==> src/rtl/ioc_bus_master.sv <==
// ioc_bus_master: decodes host command bytes into IOC register strobes for
// four targets, returns read-back bytes, and keeps a saturating error count.
module ioc_bus_master #(
    parameter int unsigned READ_WAIT   = 1,
    parameter int unsigned CMD_TIMEOUT = 255
) (
    input  logic        i_sys_clk,
    input  logic        i_rst,
    input  logic        i_frame_start,
    input  logic [7:0]  i_rx_byte,
    input  logic        i_rx_valid,
    output logic [7:0]  o_tx_byte,
    output logic        o_tx_valid,
    input  logic        i_tx_ready,
    output logic [4:0]  o_ioc,
    output logic [7:0]  o_data_out,
    output logic [3:0]  o_cs,
    output logic        o_fetch_cmd,
    output logic        o_load_cmd,
    input  logic [31:0] i_rd_data,
    output logic [7:0]  o_err_cnt
);

    typedef enum logic [2:0] {
        IDLE,
        WAIT_DATA,
        LOAD,
        FETCH,
        WAIT_RD,
        RESP
    } state_t;

    localparam logic [7:0] TMO_LAST = 8'(CMD_TIMEOUT - 1);
    localparam logic [3:0] RD_LAST  = 4'(READ_WAIT - 1);

    state_t     state_q;
    state_t     state_d;
    logic [1:0] tgt_q;
    logic [7:0] tmo_q;
    logic [3:0] rd_q;
    logic       cmd_take;
    logic       data_take;
    logic       timeout;
    logic       overrun;
    logic       rd_last;
    logic       strobe;

    // A frame start with a byte re-arms the decoder from any state.
    always_comb begin
        cmd_take  = i_rx_valid && (i_frame_start || state_q == IDLE);
        data_take = i_rx_valid && !i_frame_start && state_q == WAIT_DATA;
        timeout   = !i_rx_valid && !i_frame_start &&
                    state_q == WAIT_DATA && tmo_q == TMO_LAST;
        overrun   = i_rx_valid && !i_frame_start &&
                    (state_q inside {FETCH, WAIT_RD, RESP});
        rd_last   = state_q == WAIT_RD && rd_q == RD_LAST;
        state_d   = state_q;
        if (cmd_take) begin
            state_d = i_rx_byte[7] ? WAIT_DATA : FETCH;
        end else if (i_frame_start) begin
            state_d = IDLE;
        end else begin
            unique case (state_q)
                IDLE:      state_d = IDLE;
                WAIT_DATA: begin
                    if (data_take)    state_d = LOAD;
                    else if (timeout) state_d = IDLE;
                end
                LOAD:      state_d = IDLE;
                FETCH:     state_d = WAIT_RD;
                WAIT_RD:   if (rd_last) state_d = RESP;
                RESP:      if (i_tx_ready) state_d = IDLE;
                default:   state_d = IDLE;
            endcase
        end
    end

    assign o_load_cmd  = state_q == LOAD;
    assign o_fetch_cmd = state_q == FETCH;
    assign o_tx_valid  = state_q == RESP;
    assign strobe      = o_load_cmd | o_fetch_cmd;
    assign o_cs        = strobe ? (4'b0001 << tgt_q) : 4'b0000;

    always_ff @(posedge i_sys_clk or posedge i_rst) begin
        if (i_rst) begin
            state_q    <= IDLE;
            tgt_q      <= 2'd0;
            tmo_q      <= 8'd0;
            rd_q       <= 4'd0;
            o_ioc      <= 5'd0;
            o_data_out <= 8'h00;
            o_tx_byte  <= 8'h00;
            o_err_cnt  <= 8'd0;
        end else begin
            state_q <= state_d;
            if (cmd_take) begin
                tgt_q <= i_rx_byte[6:5];
                o_ioc <= i_rx_byte[4:0];
            end
            if (data_take) begin
                o_data_out <= i_rx_byte;
            end
            tmo_q <= (state_q == WAIT_DATA && !cmd_take) ? tmo_q + 8'd1 : 8'd0;
            rd_q  <= (state_q == WAIT_RD) ? rd_q + 4'd1 : 4'd0;
            if (rd_last) begin
                o_tx_byte <= i_rd_data[8*tgt_q +: 8];
            end
            if ((overrun || timeout) && o_err_cnt != 8'hFF) begin
                o_err_cnt <= o_err_cnt + 8'd1;
            end
        end
    end

endmodule

==> config.mk <==
export PLATFORM = sky130hd
export DESIGN_NAME = ioc_bus_master
export DESIGN_NICKNAME = d
export VERILOG_FILES = /design/src/rtl/ioc_bus_master.sv
export SDC_FILE = /design/constraint.sdc
export NUM_CORES = 1
export LEC_CHECK = 0
export BUFFER_PORTS_ARGS = -buffer_cell sky130_fd_sc_hd__clkbuf_2
export CAP_MARGIN = 30
export CORE_MARGIN = 2
export CORE_UTILIZATION = 53
export DETAILED_ROUTE_END_ITERATION = 8
export PLACE_DENSITY = 0.85
export SYNTH_ARGS = -nofsm -noshare
export SYNTH_HDL_FRONTEND = slang
export SYNTH_SLANG_ARGS = --single-unit
==> constraint.sdc <==
create_clock -name i_sys_clk -period 2.25 [get_ports i_sys_clk]
set_input_delay 0.3375 -clock i_sys_clk [delete_from_list [all_inputs] [get_ports i_sys_clk]]
set_output_delay 0.3375 -clock i_sys_clk [all_outputs]
set_load 0.05 [all_outputs]
After elaboration in Yosys (flattened, before gate mapping)
Cells that the tools add are included.

Output and inout bits: 36. RAM bits: 0. Memory bits (read-only): 0. Bits in latches: 0. Register bits after elaboration: 46. Logic and storage cells: 54. Memories: 0. Bits of input ports: 45.

Muxes and demuxes: 11. Reductions and logical operators: 19. Bitwise logic cells: 1. Shift operators: 2. Magnitude comparators: 0. Add/subtract/negate cells: 3. Multiply operators: 0. Equal/unequal tests: 10. Div/mod/pow operators: 0.

Operators with widths (count): $shiftx A32 B6 Y8 (1); $mux W3 (6); $add A8 B1 Y8 const B (2); $pmux W3 S4 (1); $logic_and A1 B1 Y1 (10); $eq A8 B8 Y1 const B (1); $mux W4 (2); $mux W8 (1); $ne A8 B8 Y1 const B (1); $eq A3 B2 Y1 const B (2); $eq A3 B3 Y1 const B (2); $ne A5 B5 Y1 const B (1); $add A4 B1 Y4 const B (1); $logic_not A4 Y1 (1); $ne A4 B2 Y1 const B (1); $ne A4 B4 Y1 const B (1); $shl A1 B2 Y4 const A (1); $eq A3 B1 Y1 const B (1); $logic_not A1 Y1 (3); $logic_not A3 Y1 (1); $reduce_and A3 Y1 (1); $reduce_bool A3 Y1 (1); $logic_or A1 B1 Y1 (2); $mux W2 (1); $or A1 B1 Y1 (1).

Logic depth before layout (Yosys ltp)
Gate-level depths: netlist of run 1.

Depth after elaboration: 9. Depth in mapped cells: 6. Mapped depth without buffers: 6.

Least setup slack after synthesis of run 1
Ideal clock, no wire load.

Kind: reg-to-output. Start point: register tgt_q[1]. End point: output o_cs[2]. Path buffers: 1. Stages on the path, launching flop included: 3. Slack: 0.046 ns. Arrival: 1.866 ns. Required time: 1.913 ns. Path through: dfrtp_1 clkbuf_1 nor3b_1.

Cells in the longest elaborated chain, start to end: 2.

Ends and longest elaborated chain: from (decl) (line 38) `logic [1:0] tgt_q;`; from (signal assigned) (line 97) `tgt_q <= i_rx_byte[6:5];`; $shl A1 B2 Y4 (line 82) `assign o_cs = strobe ? (4'b0001 << tgt_q) : 4'b0000;`; $mux W4 (line 82); to (decl) (line 17) `output logic [3:0] o_cs,`.

Every way passes these cells.

Worst setup path in the final report of run 1
Start point: register tgt_q[0]. End point: output o_cs[1].

The elaborated chain is that of the path after synthesis.

==> reports/qor.csv, run 1 <==
stage,metric,value,unit
routing,DR WL/cell,15.2,um
synth,top cell type's share of synthesized area,51.3,%
sta,Worst Tran Pin Value,0.591,ns
floorplan,Initial Util,55.7,%
sta,final period utilization,85.2,%
clock_tree,number of buffers created by CTS,5,
place,GPL Wtd Cong,0.841,
global_routing,largest net degree at the start of global routing,47,
sta,endpoints failing setup,0,
synth,Syn Inst Count,176,
layout,FF+latch area,1150,um^2
global_routing,first-pass GRT wire length,8150,um
sta,Setup TNS Final,0,ns
floorplan,Core Area,4030,um^2
clock_tree,clock sinks,46,
synth,syn_nets,226,
worst_setup_path,worst endpoint required time,1.91,ns
pwr,Combinational Power Share,42.3,%
sta,Max Slew Vio Count,0,
sta,Final min period,1.92,ns
sta,post-route setup slack,0.333,ns
synth,Unique masters post-synth,36,
layout,layout cells sized above 1,48.9,%
pwr,Sw Share,44.1,%
global_routing,GR Overflow Total,0,
pwr,Switching Power,1260,uW
synth,synthesized area per cell,12.8,um^2
floorplan,FP Rows,23,
routing,Routed WL,4740,um
pwr,Seq pwr share,40.8,%
sta,final setup skew,0.00475,ns
clock_tree,Worst-Skew Late Latency,0.29,ns
sta,final hold vios,0,
synth,#FFs+latches synth,46,
clock_tree,cts hold-fix bufs,0,
layout,area delta synth->final,24.6,%
synth,most frequent cell after synthesis,dfrtp_1,
layout,nets,311,
pwr,Leak,0.00139,uW
clock_tree,Clock Tree Buf Depth,2,
place,IO Port Bufs,80,
routing,met2 WL,2330,um
run,Max Cap Viol,0,
synth,share of flip-flops with an asynchronous set or reset,100,%
global_routing,GRT Total Usage,21.0,%
pwr,Power Density,1020,nW/um^2
synth,main area contributors after synthesis,"dfrtp_1 (51%), mux2_2 (12%), mux4_2 (8.0%), ha_1 (2.8%), nor2_1 (2.3%)",
sta,unrepaired setup endpoints after global routing,false,
global_routing,antenna violations before repair,0,
status,status,completed,
synth,Yosys top cell by area,dfrtp_1,
place,Place WS,0.548,ns
clock_tree,Clock transition at path regs,0.08,ns
worst_setup_path,Worst setup EP type,primary output,
clock_tree,PostCTS Resize Cnt,0,
clock_tree,H-tree Lvls,2,
synth,list of most frequent post-synthesis cells,"dfrtp_1 (46), mux2_2 (24), nor2_1 (14)",
synth,sequential area share after synthesis,51.3,%
layout,Multi-input gate area,1060,um^2
pwr,internal cell power,1590,uW
synth,Post-synth EDFFs,0,
floorplan,Die Y,69.1,um
global_routing,number of global-route vias before repair,1732,
worst_setup_path,worst-path maximum fanout,13,
sta,Relative slew margins,60.6,%
sta,f_max,522,MHz
pwr,Clock Power Share,17.0,%
layout,Filler cells,301,
synth,cell area after synthesis,2250,um^2
clock_tree,CTS root buf,clkbuf_8,
routing,M1 WL,1950,um
clock_tree,Post-CTS Setup Bufs,0,
routing,DRC,0,
floorplan,chip width,69.1,um
clock_tree,TritonCTS clock tree,built,
floorplan,Die ar.,4770,um^2
pwr,Pwr Total,2850,uW
routing,vias per inst,5.45,
worst_setup_path,worst endpoint data arrival time,1.58,ns
layout,# diodes,0,
floorplan,# IOs,81,
worst_setup_path,Setup crit start kind,flop,
routing,Top Metal Used,met4,
routing,via count,1700,
routing,Post-DRT Antenna Nets,0,
synth,Yosys Warn Count,0,
worst_setup_path,crit path kind,reg2out,
worst_hold_path,worst hold path class,in2async,
routing,met3 wire len,403,um
routing,Detailed Routing Iterations Pass 1,4,
synth,prevailing post-synth register cell,dfrtp_1,
pwr,VDD IR max,0.557,mV
place,DP HPWL,3650,um
routing,Starting DRT DRC Count,67,
## critical path: stages, from the launching register on
cell	delay (ns)
dfrtp_1	0.73
nor3b_1	0.25
clkbuf_2	0.31
## layer usage
metal | global-route usage [%] | vias up
met5 | 0 | -
met4 | 5.23 | 0
met3 | 6.29 | 8
met2 | 35.6 | 72
met1 | 26.3 | 821
li1 | - | 799
## power by group through the flow
stage,Clock (uW),Sequential [uW],Combinational (uW)
detailed placement,0,1170,1210
floorplan,0,1730,358
CTS,498,1160,1210
finish,483,1160,1200
global route,536,1190,1260
global placement,0,1160,1190
## layout make-up
| class | count | area share (%) |
|---|---|---|
| clock buffer | 6 | 2.59 |
| clock inverter | 2 | 0.492 |
| inverter | 6 | 0.805 |
| multi-input combinational | 121 | 37.7 |
| sequential | 46 | 41.1 |
| tap | 50 | 2.24 |
| timing repair buffer | 81 | 15.0 |
## cell usage in the layout, fill, tap and decap left out, types with 2 or more instances in the layout
master	Yosys	final
and4_1	2	2
o21ai_2	2	2
nor3b_1	2	2
o21ai_0	3	3
and3_1	3	3
and2_1	2	2
nand2b_1	3	3
and4b_1	2	2
nand4_1	2	2
xnor2_1	5	5
xor2_1	6	6
nor2_1	14	14
clkbuf_8	0	5
nand2_1	11	11
nand3_1	7	7
a21oi_1	5	5
mux4_2	8	8
clkbuf_2	0	80
inv_1	6	5
and2b_1	2	2
ha_1	5	5
dfrtp_1	46	46
mux2_2	24	24
nor3_1	2	2
## per-stage QoR
step | utilization, % | hold slack [ns] | cells | instance area (um^2)
3_3_place_gp | 67.3 | 0.375 | 304 | 2710
5_1_grt | 69.5 | 0.0807 | 312 | 2800
6_report | 69.5 | 0.0432 | 312 | 2800
4_1_cts | 69.5 | 0.0591 | 312 | 2800
2_1_floorplan | - | 0.404 | 176 | 2250
3_5_place_dp | 67.3 | 0.374 | 304 | 2710
## kinds of logic after synthesis
| group | count (synthesis) | synth area share, % |
|---|---|---|
| adders and majority gates | 5 | 2.79 |
| xor gates and xnor gates | 11 | 4.29 |
| AOI/OAI and AO/OA | 12 | 3.62 |
| DFF | 46 | 51.3 |
| buffers and inverters | 9 | 1.73 |
| muxes | 34 | 21.0 |
| and+or+nand+nor | 59 | 15.3 |
## flip-flops by register name, indices dropped and copies added, names as in the netlist
name        cells
o_data_out      8
o_err_cnt       8
o_ioc           5
o_tx_byte       8
rd_q            4
state_q         3
tgt_q           2
tmo_q           8
## path summary, 6_finish.rpt
| path | cells after the start | slack (ns) | start | to |
|---|---|---|---|---|
| max | 2 | 0.33 | tgt_q[0]$_DFFE_PP0P_ | o_cs[1] |
| min | 3 | 0.04 | i_rst | o_data_out[5]$_DFFE_PP0P_ |
| max reg2reg | 4 | 0.53 | state_q[0]$_DFFE_PP0P_ | o_err_cnt[1]$_DFFE_PP0P_ |
| min reg2reg | 1 | 0.49 | rd_q[0]$_DFF_PP0_ | rd_q[0]$_DFF_PP0_ |
| max in group asynchronous | 3 | 1.98 | i_rst | o_err_cnt[2]$_DFFE_PP0P_ |
| min in group i_sys_clk | 2 | 0.24 | i_rx_byte[7] | state_q[1]$_DFFE_PP0P_ |
Note: power is estimated with default switching activity, not from simulation.
==> run 2: changes to the inputs <==
--- a/config.mk
+++ b/config.mk
@@ -7,6 +7,7 @@
 export LEC_CHECK = 0
 export BUFFER_PORTS_ARGS = -buffer_cell sky130_fd_sc_hd__clkbuf_2
 export CAP_MARGIN = 30
+export CORE_ASPECT_RATIO = 1.2
 export CORE_MARGIN = 2
 export CORE_UTILIZATION = 53
 export DETAILED_ROUTE_END_ITERATION = 8
==> run 2 against run 1 <==
Fmax shrank 1.0%. Clock power grew 4.3%. First-iteration DRC count grew 1.5%. Via count grew 0.59%. Routed wire length grew 1.6%. Sequential cell count is the same. Global-route usage shrank 0.28 points. Combinational power is essentially flat. Critical path depth is the same. Sequential power is essentially flat. Setup slack lost 0.019 ns. Non-clock buffer count is the same. Largest power group unchanged.
==> reports/qor.csv, run 2 (same netlist as run 1, synthesis figures left out) <==
stage,metric,value,unit
status,status,completed,
clock_tree,Clock transition at path regs,0.09,ns
pwr,VDD IR max,0.604,mV
worst_setup_path,Worst R2R Setup Slack,0.57,ns
routing,met2 WL,2400,um
worst_setup_path,worst-path maximum fanout,13,
floorplan,Initial Util,56.1,%
sta,endpoints failing setup,0,
sta,Worst Tran Pin Value,0.579,ns
floorplan,FP Rows,25,
place,placed cells,308,
global_routing,GR Overflow Total,0,
clock_tree,number of buffers created by CTS,5,
worst_setup_path,crit path kind,reg2out,
floorplan,# IOs,81,
layout,area delta synth->final,24.3,%
routing,Top Metal Used,met4,
routing,vias per inst,5.41,
worst_setup_path,worst reg2reg path depth,4,
routing,Routed WL,4820,um
layout,"most common cell after layout, fill and taps aside",clkbuf_2,
layout,"commonest cells after routing, fill and taps aside","clkbuf_2 (80), dfrtp_1 (46), mux2_2 (24)",
place,Place WS,0.540,ns
sta,post-route setup slack,0.314,ns
sta,final period utilization,86.0,%
routing,Post-DRT Antenna Nets,0,
sta,Final min period,1.94,ns
global_routing,number of global-route vias before repair,1668,
pwr,Leak,0.00138,uW
clock_tree,Post-CTS Setup Bufs,0,
sta,Relative slew margins,61.4,%
worst_setup_path,CP Cell Sequence,and4b_1 -> clkbuf_2,
worst_setup_path,worst endpoint data arrival time,1.60,ns
global_routing,first-pass GRT wire length,7620,um
routing,via count,1710,
layout,"Cell Count, Final, Fillers Out",316,
layout,# diodes,0,
worst_setup_path,crit path from,tgt_q[0]$_DFFE_PP0P_,
worst_setup_path,crit path to,o_cs[3],
worst_setup_path,RR Startpoint,state_q[0]$_DFFE_PP0P_,
global_routing,largest net degree at the start of global routing,47,
place,GPL Wtd Cong,0.780,
worst_setup_path,worst endpoint required time,1.91,ns
place,IO Port Bufs,80,
clock_tree,Clock Tree Buf Depth,2,
sta,final setup skew,0.00803,ns
clock_tree,clock sinks,46,
layout,Filler cells,292,
worst_hold_path,worst hold path class,in2async,
floorplan,Core Area,4000,um^2
global_routing,GRT Total Usage,20.7,%
routing,Starting DRT DRC Count,68,
sta,final hold vios,0,
routing,met3 wire len,367,um
sta,hold_ws,0.152,ns
pwr,Power Density,1030,nW/um^2
clock_tree,H-tree Lvls,2,
routing,DRC,0,
layout,Multi-input gate area,1060,um^2
layout,nets,311,
sta,f_max,517,MHz
place,DP HPWL,3790,um
routing,DR WL/cell,15.2,um
sta,Max Slew Vio Count,0,
worst_setup_path,CP max-delay cell,dfrtp_1,
floorplan,Die ar.,4780,um^2
layout,FF+latch area,1150,um^2
worst_setup_path,Setup crit start kind,flop,
worst_setup_path,"slowest stage delay, CP",0.72,ns
layout,layout cells sized above 1,48.5,%
pwr,Pwr Total,2870,uW
clock_tree,CTS root buf,clkbuf_8,
clock_tree,Worst-Skew Late Latency,0.30,ns
global_routing,antenna violations before repair,0,
worst_setup_path,Worst setup EP type,primary output,
routing,Detailed Routing Iterations Pass 1,6,
floorplan,Die Y,75.3,um
clock_tree,TritonCTS clock tree,built,
run,Max Cap Viol,0,
sta,unrepaired setup endpoints after global routing,false,
clock_tree,PostCTS Resize Cnt,0,
routing,M1 WL,1970,um
worst_setup_path,reg2reg end,o_err_cnt[1]$_DFFE_PP0P_,
clock_tree,cts hold-fix bufs,0,
sta,Setup TNS Final,0,ns
floorplan,chip width,63.4,um
run 2: critical path: cells and delay by family, from the launching register on:
kind,cells,cell delay (ns)
buf+inv,1,0.28
flops,1,0.72
simple gates,1,0.29
run 2: where the power goes:
part | switching (uW) | internal [uW] | leakage (uW)
registers | 152 | 1010 | 0.000579
clock network | 284 | 220 | 0.0000452
logic | 845 | 358 | 0.000756
total | 1280 | 1590 | 0.00138
run 2: cell type report:
| class | count | share of cell area (%) |
|---|---|---|
| timing repair buffer | 81 | 14.6 |
| clock buffer | 6 | 2.60 |
| sequential | 46 | 41.2 |
| multi-input combinational | 121 | 37.8 |
| clock inverter | 2 | 0.493 |
| inverter | 6 | 0.807 |
| tap | 54 | 2.42 |
run 2: worst min-delay path by stage:
stage                                     end  slack (ns)  depth (start not counted)
finish               o_tx_byte[5]$_DFFE_PP0P_        0.15                          3
global route         o_tx_byte[5]$_DFFE_PP0P_        0.21                          3
CTS                 o_data_out[7]$_DFFE_PP0P_        0.17                          3
detailed placement          rd_q[0]$_DFF_PP0_        0.48                          1
global placement            rd_q[0]$_DFF_PP0_        0.48                          1
floorplan              state_q[2]$_DFFE_PP0P_        0.40                          1
run 2: routing by layer:
metal	track usage, %	vias to the layer above
li1	-	796
met1	25.4	829
met5	0	-
met3	4.58	9
met4	6.04	0
met2	37.3	76
run 2: metrics by stage:
stage	util [%]	cell area, um^2
after floorplan	-	2250
after global placement	67.6	2710
after detailed placement	67.6	2710
after CTS	69.7	2790
after global routing	69.7	2790
final	69.7	2790
==> run 3: changes to the inputs <==
--- a/config.mk
+++ b/config.mk
@@ -5,11 +5,11 @@
 export SDC_FILE = /design/constraint.sdc
 export NUM_CORES = 1
 export LEC_CHECK = 0
+export ABC_AREA = 1
 export BUFFER_PORTS_ARGS = -buffer_cell sky130_fd_sc_hd__clkbuf_2
 export CAP_MARGIN = 30
 export CORE_ASPECT_RATIO = 1.2
-export CORE_MARGIN = 2
-export CORE_UTILIZATION = 53
+export CORE_UTILIZATION = 54
 export DETAILED_ROUTE_END_ITERATION = 8
 export PLACE_DENSITY = 0.85
 export SYNTH_ARGS = -nofsm -noshare
==> run 3 against run 2 <==
Global-route usage is 3.2 points higher. Cell area is 6.6% higher. Area after synthesis is 6.5% higher. Die area decreased by 1.6%. Fmax rose by 6.1%. Setup slack improved by 0.11 ns. Clock power up 21%. Largest cell class unchanged.
==> reports/qor.csv, run 3 <==
stage,metric,value,unit
status,status,completed,
clock_tree,PostCTS Resize Cnt,0,
floorplan,FP Rows,26,
synth,prevailing post-synth register cell,dfrtp_1,
synth,syn_nets,349,
sta,Max Slew Vio Count,0,
place,placed cells,435,
place,DP HPWL,4130,um
worst_hold_path,worst hold path class,in2async,
floorplan,# IOs,81,
pwr,Power Density,1040,nW/um^2
sta,final period utilization,81.1,%
floorplan,Initial Util,56.1,%
clock_tree,TritonCTS clock tree,built,
global_routing,GRT Total Usage,23.9,%
clock_tree,H-tree Lvls,2,
synth,synthesized area per cell,8.00,um^2
sta,Final min period,1.83,ns
synth,sequential area share after synthesis,48.1,%
floorplan,Die ar.,4700,um^2
clock_tree,clock sinks,46,
layout,"commonest cells after routing, fill and taps aside","nand2_1 (89), clkbuf_2 (80), dfrtp_1 (46)",
global_routing,antenna violations before repair,0,
clock_tree,Clock Tree Buf Depth,2,
routing,Post-DRT Antenna Nets,0,
sta,unrepaired setup endpoints after global routing,false,
clock_tree,Worst-Skew Late Latency,0.30,ns
synth,Unique masters post-synth,23,
sta,Setup TNS Final,0,ns
worst_setup_path,worst-path maximum fanout,13,
global_routing,GR Overflow Total,0,
sta,Relative slew margins,49.3,%
routing,DR WL/cell,11.9,um
synth,cell area after synthesis,2390,um^2
worst_setup_path,worst endpoint data arrival time,2.04,ns
sta,final hold vios,0,
global_routing,number of global-route vias before repair,2070,
synth,most frequent cell after synthesis,nand2_1,
sta,final setup skew,0.00494,ns
sta,f_max,548,MHz
routing,vias per inst,5.02,
routing,Starting DRT DRC Count,54,
layout,layout cells sized above 1,27.6,%
floorplan,chip width,62.7,um
layout,"Cell Count, Final, Fillers Out",443,
synth,#FFs+latches synth,46,
layout,# diodes,0,
floorplan,Die Y,74.9,um
synth,Post-synth EDFFs,0,
synth,list of most frequent post-synthesis cells,"nand2_1 (89), dfrtp_1 (46), inv_1 (40)",
clock_tree,Clock transition at path regs,0.09,ns
floorplan,Core Area,4260,um^2
place,GPL Wtd Cong,0.897,
routing,via count,2222,
routing,Detailed Routing Iterations Pass 1,5,
run,Max Cap Viol,0,
synth,Yosys Warn Count,0,
synth,Yosys top cell by area,dfrtp_1,
place,IO Port Bufs,80,
clock_tree,Post-CTS Setup Bufs,0,
worst_setup_path,Worst setup EP type,flop,
worst_setup_path,crit path kind,reg2reg,
synth,share of flip-flops with an asynchronous set or reset,100,%
clock_tree,number of buffers created by CTS,5,
clock_tree,CTS root buf,clkbuf_8,
routing,DRC,0,
worst_setup_path,worst endpoint required time,2.46,ns
global_routing,first-pass GRT wire length,8780,um
global_routing,largest net degree at the start of global routing,27,
synth,main area contributors after synthesis,"dfrtp_1 (48%), nand2_1 (14%), inv_1 (6.3%), nor2_1 (4.6%), o21ai_0 (4.4%)",
layout,area delta synth->final,24.5,%
synth,top cell type's share of synthesized area,48.1,%
clock_tree,cts hold-fix bufs,0,
worst_setup_path,Setup crit start kind,flop,
sta,endpoints failing setup,0,
sta,Worst Tran Pin Value,0.755,ns
routing,Routed WL,5280,um
pwr,Leak,0.00162,uW
layout,nets,436,
layout,"most common cell after layout, fill and taps aside",nand2_1,
pwr,VDD IR max,0.775,mV
synth,Syn Inst Count,299,
==> run 3: final timing paths <==
path	to	startpoint	cells past startpoint	slack [ns]
max	tmo_q[3]$_DFF_PP0_	state_q[1]$_DFFE_PP0P_	4	0.42
min	o_err_cnt[4]$_DFFE_PP0P_	i_rst	2	0.06
max reg2reg	tmo_q[3]$_DFF_PP0_	state_q[1]$_DFFE_PP0P_	4	0.42
min reg2reg	rd_q[0]$_DFF_PP0_	rd_q[0]$_DFF_PP0_	1	0.49
max in group asynchronous	tmo_q[6]$_DFF_PP0_	i_rst	3	1.63
min in group i_sys_clk	state_q[1]$_DFFE_PP0P_	i_rx_byte[7]	2	0.25
==> run 3: where the power goes <==
group | switching [uW] | total, uW | internal, uW
registers | 135 | 1150 | 1020
clock network | 281 | 611 | 330
logic | 1010 | 1320 | 309
total | 1430 | 3080 | 1660
==> run 3: area by class of cell <==
type                            count  area, um^2
Fill cell                         364        1280
Sequential cell                    46        1150
Multi-Input combinational cell    209        1060
Timing Repair Buffer               83         423
Inverter                           41         154
Tap cell                           56        70.1
Clock buffer                        5        68.8
Clock inverter                      3        45.0
==> run 3: kinds of logic after synthesis <==
family	Yosys count	synth area share, %
flip-flops	46	48.1
AO/OA/AOI/OAI	30	6.75
multiplexers	3	1.41
adder cells (fa/ha/maj)	5	2.62
buffers and inverters	44	7.33
AND/OR/NAND/NOR	161	30.1
XOR/XNOR	10	3.66
==> run 3: metrics by stage <==
stage	utilization [%]	power [uW]	worst slack, ns	hold slack (ns)	cell area, um^2
after floorplan	-	2160	0.307	0.447	2390
after global placement	67.2	2460	0.522	0.395	2860
after detailed placement	67.2	2490	0.428	0.399	2860
after CTS	69.8	3110	0.396	0.0729	2980
after global routing	69.8	3250	0.176	0.109	2980
final	69.8	3080	0.425	0.0560	2980
==> run 3: critical path, stage by stage (launching register included) <==
cell     delay, ns
dfrtp_1       0.44
nor3_1        0.07
o21ai_1       0.60
nand2_1       0.37
nor3b_1       0.26
==> run 3: metal layers <==
layer / track usage (%) / wire length, um
met1: 26.8 / 2150
met2: 44.3 / 2720
met3: 4.70 / 308
met4: 11.4 / 110
met5: 0 / 0
